File: src/rtl/timer_bank_pkg.sv
// Shared register-map constants and helpers for the timer_bank channel array.
package timer_bank_pkg;

    typedef enum logic [1:0] {
        OFF_LOAD  = 2'd0,
        OFF_COUNT = 2'd1,
        OFF_CTRL  = 2'd2,
        OFF_RSVD  = 2'd3
    } reg_off_e;

    localparam int EN_BIT    = 0;
    localparam int PER_BIT   = 1;
    localparam int IEN_BIT   = 2;
    localparam int PRESC_LSB = 8;

    // STATUS and INFO sit directly after the last channel's four-word block.
    function automatic int status_addr(input int num_ch);
        return 4 * num_ch;
    endfunction

    function automatic int info_addr(input int num_ch);
        return 4 * num_ch + 1;
    endfunction

    function automatic int clog2(input int n);
        int r;
        r = 0;
        while ((1 << r) < n) r++;
        return r;
    endfunction

endpackage

File: src/rtl/timer_channel.sv
// One down-counting timer: LOAD/COUNT/CTRL registers, prescaler and sticky pending flag.
module timer_channel import timer_bank_pkg::*; #(
    parameter int WIDTH   = 32,
    parameter int PRESC_W = 8
) (
    input  logic               clk,
    input  logic               rst,
    input  logic [31:0]        wdata_i,
    input  logic               load_we_i,
    input  logic               count_we_i,
    input  logic               ctrl_we_i,
    input  logic               clr_i,
    output logic [WIDTH-1:0]   load_o,
    output logic [WIDTH-1:0]   count_o,
    output logic               en_o,
    output logic               periodic_o,
    output logic               ien_o,
    output logic [PRESC_W-1:0] presc_o,
    output logic               pending_o
);

    logic [WIDTH-1:0]   load_q, load_d;
    logic [WIDTH-1:0]   count_q, count_d;
    logic               en_q, en_d;
    logic               periodic_q, periodic_d;
    logic               ien_q, ien_d;
    logic [PRESC_W-1:0] presc_q, presc_d;
    logic [PRESC_W-1:0] presc_cnt_q, presc_cnt_d;
    logic               pending_q, pending_d;
    logic               tick;
    logic               expire;
    logic               unused_wdata;

    assign unused_wdata = ^wdata_i;

    always_comb begin
        tick        = en_q && (presc_cnt_q == presc_q);
        // A COUNT write overrides the tick, so it also swallows that cycle's expiry.
        expire      = tick && (count_q == '0) && !count_we_i;
        load_d      = load_q;
        count_d     = count_q;
        en_d        = en_q;
        periodic_d  = periodic_q;
        ien_d       = ien_q;
        presc_d     = presc_q;
        presc_cnt_d = presc_cnt_q;
        pending_d   = pending_q;

        if (en_q) presc_cnt_d = tick ? '0 : presc_cnt_q + PRESC_W'(1);

        if (tick) begin
            if (count_q != '0)  count_d = count_q - WIDTH'(1);
            else if (periodic_q) count_d = load_q;
            else                 en_d    = 1'b0;
        end

        if (load_we_i) load_d = wdata_i[WIDTH-1:0];

        if (ctrl_we_i) begin
            en_d       = wdata_i[EN_BIT];
            periodic_d = wdata_i[PER_BIT];
            ien_d      = wdata_i[IEN_BIT];
            presc_d    = wdata_i[PRESC_LSB +: PRESC_W];
            if (wdata_i[EN_BIT] && !en_q) begin
                count_d     = load_q;
                presc_cnt_d = '0;
            end
        end

        if (count_we_i) count_d = wdata_i[WIDTH-1:0];

        if (clr_i)  pending_d = 1'b0;
        if (expire) pending_d = 1'b1;
    end

    always_ff @(posedge clk) begin
        if (rst) begin
            load_q      <= '0;
            count_q     <= '0;
            en_q        <= 1'b0;
            periodic_q  <= 1'b0;
            ien_q       <= 1'b0;
            presc_q     <= '0;
            presc_cnt_q <= '0;
            pending_q   <= 1'b0;
        end else begin
            load_q      <= load_d;
            count_q     <= count_d;
            en_q        <= en_d;
            periodic_q  <= periodic_d;
            ien_q       <= ien_d;
            presc_q     <= presc_d;
            presc_cnt_q <= presc_cnt_d;
            pending_q   <= pending_d;
        end
    end

    assign load_o     = load_q;
    assign count_o    = count_q;
    assign en_o       = en_q;
    assign periodic_o = periodic_q;
    assign ien_o      = ien_q;
    assign presc_o    = presc_q;
    assign pending_o  = pending_q;

endmodule

File: src/rtl/timer_bank.sv
// NUM_CH timer channels behind one register window, with IRQ vector and priority-encoded ID.
module timer_bank import timer_bank_pkg::*; #(
    parameter int  NUM_CH  = 4,
    parameter int  WIDTH   = 32,
    parameter int  PRESC_W = 8,
    parameter int  ADDR_W  = 5,
    localparam int ID_W    = (NUM_CH > 1) ? clog2(NUM_CH) : 1
) (
    input  logic              clk,
    input  logic              rst,
    input  logic [ADDR_W-1:0] addr,
    input  logic [31:0]       data_in,
    input  logic              write_enable,
    output logic [31:0]       data_out,
    output logic [NUM_CH-1:0] irq_vec,
    output logic              irq,
    output logic [ID_W-1:0]   irq_id
);

    localparam int                CH_W     = ADDR_W - 2;
    localparam logic [ADDR_W-1:0] STATUS_A = ADDR_W'(status_addr(NUM_CH));
    localparam logic [ADDR_W-1:0] INFO_A   = ADDR_W'(info_addr(NUM_CH));
    localparam logic [31:0]       INFO_VAL = {8'(WIDTH), 8'(PRESC_W), 8'd0, 8'(NUM_CH)};

    logic [CH_W-1:0]    ch_idx;
    reg_off_e           off;
    logic               addr_in_ch;
    logic [NUM_CH-1:0]  load_we, count_we, ctrl_we, clr;
    logic [NUM_CH-1:0]  pending, ch_en, ch_per, ch_ien;
    logic [WIDTH-1:0]   ch_load  [NUM_CH];
    logic [WIDTH-1:0]   ch_count [NUM_CH];
    logic [PRESC_W-1:0] ch_presc [NUM_CH];

    assign ch_idx     = addr[ADDR_W-1:2];
    assign off        = reg_off_e'(addr[1:0]);
    assign addr_in_ch = (addr < STATUS_A);

    always_comb begin
        load_we  = '0;
        count_we = '0;
        ctrl_we  = '0;
        clr      = '0;
        for (int i = 0; i < NUM_CH; i++) begin
            if (write_enable && addr_in_ch && (ch_idx == CH_W'(i))) begin
                load_we[i]  = (off == OFF_LOAD);
                count_we[i] = (off == OFF_COUNT);
                ctrl_we[i]  = (off == OFF_CTRL);
            end
            clr[i] = write_enable && (addr == STATUS_A) && data_in[i];
        end
    end

    for (genvar g = 0; g < NUM_CH; g++) begin : g_ch
        timer_channel #(
            .WIDTH   (WIDTH),
            .PRESC_W (PRESC_W)
        ) u_ch (
            .clk        (clk),
            .rst        (rst),
            .wdata_i    (data_in),
            .load_we_i  (load_we[g]),
            .count_we_i (count_we[g]),
            .ctrl_we_i  (ctrl_we[g]),
            .clr_i      (clr[g]),
            .load_o     (ch_load[g]),
            .count_o    (ch_count[g]),
            .en_o       (ch_en[g]),
            .periodic_o (ch_per[g]),
            .ien_o      (ch_ien[g]),
            .presc_o    (ch_presc[g]),
            .pending_o  (pending[g])
        );
    end

    always_comb begin
        data_out = '0;
        if (addr_in_ch) begin
            for (int i = 0; i < NUM_CH; i++) begin
                if (ch_idx == CH_W'(i)) begin
                    case (off)
                        OFF_LOAD:  data_out = 32'(ch_load[i]);
                        OFF_COUNT: data_out = 32'(ch_count[i]);
                        OFF_CTRL: begin
                            data_out[EN_BIT]                = ch_en[i];
                            data_out[PER_BIT]               = ch_per[i];
                            data_out[IEN_BIT]               = ch_ien[i];
                            data_out[PRESC_LSB +: PRESC_W] = ch_presc[i];
                        end
                        default:   data_out = '0;
                    endcase
                end
            end
        end else if (addr == STATUS_A) begin
            data_out = 32'(pending);
        end else if (addr == INFO_A) begin
            data_out = INFO_VAL;
        end
    end

    assign irq_vec = pending & ch_ien;
    assign irq     = |irq_vec;

    // Scan downward so the lowest set index is the last assignment to stick.
    always_comb begin
        irq_id = '0;
        for (int i = NUM_CH - 1; i >= 0; i--) begin
            if (irq_vec[i]) irq_id = ID_W'(i);
        end
    end

endmodule

File: config.mk
export PLATFORM = sky130hd
export DESIGN_NAME = timer_bank
export DESIGN_NICKNAME = d
export VERILOG_FILES = /design/src/rtl/timer_bank_pkg.sv /design/src/rtl/timer_channel.sv /design/src/rtl/timer_bank.sv
export SDC_FILE = /design/constraint.sdc
export NUM_CORES = 1
export LEC_CHECK = 0
export BUFFER_PORTS_ARGS = -buffer_cell sky130_fd_sc_hd__clkbuf_2
export CAP_MARGIN = 20
export CORE_MARGIN = 4
export CORE_UTILIZATION = 30
export DETAILED_ROUTE_END_ITERATION = 10
export GPL_ROUTABILITY_DRIVEN = 0
export PLACE_DENSITY = 0.49
export SLEW_MARGIN = 5
export SYNTH_ARGS = -nofsm -noshare
export SYNTH_HDL_FRONTEND = slang
export SYNTH_SLANG_ARGS = --single-unit
File: constraint.sdc
create_clock -name clk -period 2.3 [get_ports clk]
set_input_delay 0.23 -clock clk [delete_from_list [all_inputs] [get_ports clk]]
set_output_delay 0.23 -clock clk [all_outputs]
set_load 0.01 [all_outputs]
## Yosys cells after proc, flatten, opt, wreduce, memory -nomap -nowiden

Index checks and enable logic that the tools add are counted.

- Register bits after elaboration: 336
- Bits of input ports: 40
- Output and inout bits: 39

- Add/sub/neg operators: 8
- Order comparisons: 1
- Equal/unequal tests: 19
- Mux-type cells: 103
- Bitwise operators: 1
- Reduce and logical (&&, ||, !) cells: 57

Operator list:

| operator | number |
|---|---|
| 32-bit two-way mux | 29 |
| 16-bit case mux with 3 select lines | 3 |
| 32-bit logical NOT | 4 |
| 8-bit two-way mux | 16 |
| 32-bit nonzero test | 4 |
| 32-bit by 1-bit subtractor with 32-bit output (second input constant) | 4 |
| 8-bit case mux with 3 select lines | 4 |
| 30-bit two-way mux | 2 |
| 5-bit case mux with 3 select lines | 3 |
| 1-bit two-way mux | 36 |
| 3-bit case mux with 3 select lines | 4 |
| 8-bit by 1-bit adder with 8-bit output (second input constant) | 4 |
| 8-bit equality test | 4 |
| 16-bit case mux with 2 select lines | 1 |
| 1-bit logical AND | 26 |
| 2-bit by 1-bit != test with 1-bit output (second input constant) | 8 |
| 2-bit nonzero test | 8 |
| 3-bit AND reduction | 4 |
| 5-bit equality test (second input constant) | 2 |
| 5-bit case mux with 2 select lines | 1 |
| 1-bit logical NOT | 8 |
| 2-bit two-way mux | 4 |
| 3-bit by 2-bit equality test with 1-bit output (second input constant) | 2 |
| 5-bit less-than comparator (second input constant) | 1 |
| 7 further kinds | 7 |

## Depth between registers and ports, before layout

- Depth in word-level cells: 10
- Depth in mapped cells: 11
- Gate-level depth less buffers: 9

## Modules after synthesis

A second synthesis with hierarchy kept.

- Cells, all modules: 2827
- Area total of the unflattened synthesis: 23038.3 µm²

Modules (own cells, without submodules):

| module | times used | cells each | area an instance (µm²) | seq. area each (µm²) |
|---|---|---|---|---|
| timer_channel at g_ch[0].u_ch ... | 3 | 607 | 5021.1 | 1681.6 |
| timer_channel at g_ch[3].u_ch | 1 | 615 | 5036.1 | 1681.6 |
| timer_bank | 1 | 391 | 2939.1 | 0.0 |

## Least setup slack after synthesis

No wires, ideal clock.

- Path kind: register -> register
- Start: reg g_ch[1].u_ch.count_q[27]
- End: reg g_ch[1].u_ch.count_q[30]
- Arrival: 2.329 ns
- Required time: 2.173 ns
- Path slack: -0.156 ns
- Cell stages (with the launch flop): 8
- Buffers on the path: 0
- Clock period less this slack: 2.456 ns
- Cells stage by stage: dfxtp_1 > or4_1 > or3_4 > or4b_4 > o41a_1 > o21ai_1 > and3_1 > o22ai_2

- Longest elaborated chain between the ends: 6
- Elaborated cells between the ends (all ways): 7

Ends and longest elaborated chain:

| what | RTL line | RTL |
|---|---|---|
| start, declared | timer_channel.sv:23 | `logic [WIDTH-1:0] count_q, count_d;` |
| start signal, assigned | timer_channel.sv:88 | `count_q <= count_d;` |
| 32-bit by 1-bit subtractor with 32-bit output / 32-bit nonzero test (equally long branches) | timer_channel.sv:52 | `if (count_q != '0) count_d = count_q - WIDTH'(1);` |
| 32-bit two-way mux * | timer_channel.sv:52 |  |
| 32-bit two-way mux * | timer_channel.sv:51 | `if (tick) begin` |
| 32-bit two-way mux | timer_channel.sv:64 | `if (wdata_i[EN_BIT] && !en_q) begin` |
| 32-bit two-way mux * | timer_channel.sv:59 | `if (ctrl_we_i) begin` |
| 32-bit two-way mux * | timer_channel.sv:70 | `if (count_we_i) count_d = wdata_i[WIDTH-1:0];` |

Mark *: on every way between the ends. The rest lies on a longest branch, timed or not.
A chain may end at the register's enable or synchronous reset.

## Worst setup path in the final report

- Start: reg g_ch[1].u_ch.count_q[24]
- End: reg g_ch[1].u_ch.count_q[30]

The elaborated chain is that of the path after synthesis.

==> impl_metrics.ini <==
[layout]
n_fill_cell = 6976
fin_area_um2 = 30700
stdcell_count = 4372
areaGrowthSynthToFinish_pct = 42.9
final_layout_size_suffix_gt1_share_pct = 33.5
layout.nets = 3444
utilization_pct = 43.5

[synth]
syn_area_per_cell_um2 = 7.32
syn-num-nets = 2985
synth_top_area_share_pct = 31.3
synth_cells = 2933
seq_area_frac_synth_pct = 31.3
ys_top_cells_by_count = nand2_1, a21oi_1, dfxtp_1, nor2_1, clkbuf_1
ys.flop_type = dfxtp_1
syn_area_um2 = 21500
yosys_warnings = 0
synth_seq_cells = 336
yosysMostFrequentCell = nand2_1
synth.area.top_cells = dfxtp_1, nand2_1, a21oi_1
async_reset_ff_share_pct = 0
yosysTopAreaCell = dfxtp_1
synth_edf_count = 0
ys_types = 100

[clock_network]
cts.sinks = 336
postCtsHoldBufs = 0
clk_pin_slew_ns = 0.06
cts_root_buffer = clkbuf_16
clk_path_buf_depth = 3
cts-buffers-inserted = 44
clock_latency_ns = 0.60
ctsHtreeMaxLevel = 2
cts_tree = built

[pwr]
power.density_nw_per_um2 = 741
leakage_nw = 11.8
ir_drop_mv = 0.535

[grt]
gr-total-overflow = 0
gr-usage-all-layers_pct = 28.2
grt_pass1_vias = 24500
grt_pass1_wl_mm = 162
grt_max_degree = 76
antenna_found_initial = 3

[timing]
clock.fmax_ghz = 0.392
fin_tns_setup_ns = -2.29
grt_setup_unrepaired = yes
finalHoldViolations = 0
skew_ns = 0.0299
tightest_slew_ns = 0.777
slew_viol_final = 0
min_period_ns = 2.55
maxSlewHeadroom_pct = 48.0
min_period_over_period_pct = 111
fin_ws_ns = -0.250
setup_viol = 31

[run_status]
violations = setup timing
status = complete, but fails checks

[die]
initial_utilization_pct = 30.5
die_width_um = 276
dieArea_um2 = 75900
num_rows = 97
io_pins = 79
dieHeight_um = 276
fp.coreArea_um2 = 70500

[worst_setup_path]
reg2reg_from = g_ch[1].u_ch.count_o[24]
crit_path_max_fanout = 2
crit_type = reg -> reg
required_ns = 2.76
crit_chain = or4_4 > or3_4 > or4b_4 > o41a_1 > o21ai_1 > and3_1 > o22ai_2
reg2reg_depth = 7
regToRegEndpoint = g_ch[1].u_ch.count_o[30]
arrival_ns = 3.01
cpMaxStageDelayCell = or4_4
cp-end-kind = flip-flop
start_kind = flip-flop
r2r_slack_ns = -0.25
slowest_delay_ns = 0.54

[placed_design]
dp_hpwl_mm = 81.4
pre_cts_ws_ns = -0.293
port_buffers = 78
dp.cells = 4237
placed_area_um2 = 26600

[route]
viasPerCell = 6.01
ant_nets = 0
post_drt_wl_per_cell_um = 25.7
drtIter0Drc = 3253
vias = 26300
drc = 0
finalWirelength_mm = 112
firstDrtPassIters = 6

[min_path]
min_to = g_ch[0].u_ch.load_o[30]
whs_path_depth = 3
min_from = data_in[30]
hp-class = in -> reg

[job]
max-cap-violations = 0
[layout by cell type (no fill, tap or decap), types with 29 or more instances in the layout]
cell / n
buf_6: 51
clkbuf_16: 48
mux2_2: 34
nand3_1: 58
o22ai_1: 46
a211oi_1: 29
a21oi_1: 310
a21oi_2: 34
nand4_1: 32
clkbuf_2: 58
dfxtp_1: 282
or3_1: 34
dfxtp_2: 44
o21ai_0: 84
xnor2_1: 42
buf_12: 32
o21ai_1: 64
nor3_1: 70
buf_4: 502
mux2i_1: 124
nor2_1: 192
nand2_1: 529
o221ai_1: 31
[cell families (layout without fill, tap and decap cells)]
| group | after synthesis | count (layout) | share of synthesized area, % |
|---|---|---|---|
| and+or+nand+nor | 1162 | 1163 | 25.4 |
| AOI/OAI and AO/OA | 896 | 896 | 25.9 |
| DFF | 336 | 336 | 31.3 |
| buffers and inverters | 281 | 775 | 5.21 |
| muxes | 182 | 182 | 8.87 |
| xor gates and xnor gates | 64 | 64 | 2.61 |
| adders and majority gates | 12 | 12 | 0.699 |
| other | 0 | 4 | 0 |
[how the worst max path moves through the flow]
stage / start / end / slack [ns]
final: g_ch[1].u_ch.count_o[24] / g_ch[1].u_ch.count_o[30] / -0.25
after global routing: g_ch[1].u_ch.count_o[24] / g_ch[1].u_ch.count_o[30] / -0.32
after CTS: g_ch[1].u_ch.count_o[24] / g_ch[1].u_ch.count_o[30] / -0.27
after detailed placement: g_ch[1].u_ch.count_o[24] / g_ch[1].u_ch.count_o[30] / -0.29
after global placement: g_ch[1].u_ch.count_o[24] / g_ch[1].u_ch.count_o[30] / -0.31
after floorplan: g_ch[1].u_ch.count_o[24] / g_ch[1].u_ch.count_o[30] / -0.15
[routing by layer]
metal | wire length, um | up-vias | GRT usage (%)
li1 | - | 11700 | -
met1 | 46000 | 12700 | 37.9
met2 | 49400 | 1548 | 43.8
met3 | 11600 | 319 | 5.95
met4 | 5270 | 0 | 11.6
met5 | 0 | - | 0
[state kept, by name, indices dropped and copies added, names as in the netlist]
name	count
g_ch.u_ch.count_o	128
g_ch.u_ch.en_o	4
g_ch.u_ch.ien_o	4
g_ch.u_ch.load_o	128
g_ch.u_ch.pending_o	4
g_ch.u_ch.periodic_o	4
g_ch.u_ch.presc_cnt_q	32
g_ch.u_ch.presc_o	32
[report_power, final]
group | switching (mW) | total (mW) | leakage, nW | internal (mW)
Clock | 2.95 | 7.58 | 0.785 | 4.63
Combinational | 4.87 | 9.08 | 8.29 | 4.21
Sequential | 0.119 | 6.07 | 2.74 | 5.95
[metrics by stage]
step	power, mW	hold slack [ns]
3_5_place_dp	13.1	0.448
3_3_place_gp	13.0	0.441
6_report	22.7	0.0475
2_1_floorplan	9.88	0.345
4_1_cts	21.2	0.0141
5_1_grt	23.5	0.0592
[timing repair]
| action | CTS | global route |
|---|---|---|
| buffers inserted | 27 | 43 |
| pin swaps | 72 | 149 |
| resized for setup | 235 | 276 |
| gates cloned | 1 | 3 |
| setup endpoints to repair | 101 | 136 |
[area by class of cell]
class                      instances  area [um^2]  area share [%]
multi-input combinational       2317        15500            50.5
clock inverter                    25          318            1.04
tap                              940         1180            3.83
clock buffer                      57         1250            4.08
sequential                       336         6820            22.2
timing repair buffer             665         5510            18.0
inverter                          28          105           0.342
antenna                            4         10.0          0.0326
[worst max-delay path, delay by kind of cell, from the launching register on]
kind / cells / cell delay, ns
simple gates: 4 / 1.58
compound gates: 3 / 0.54
flops: 1 / 0.31
No activity file was read; power rests on OpenSTA's default activity.
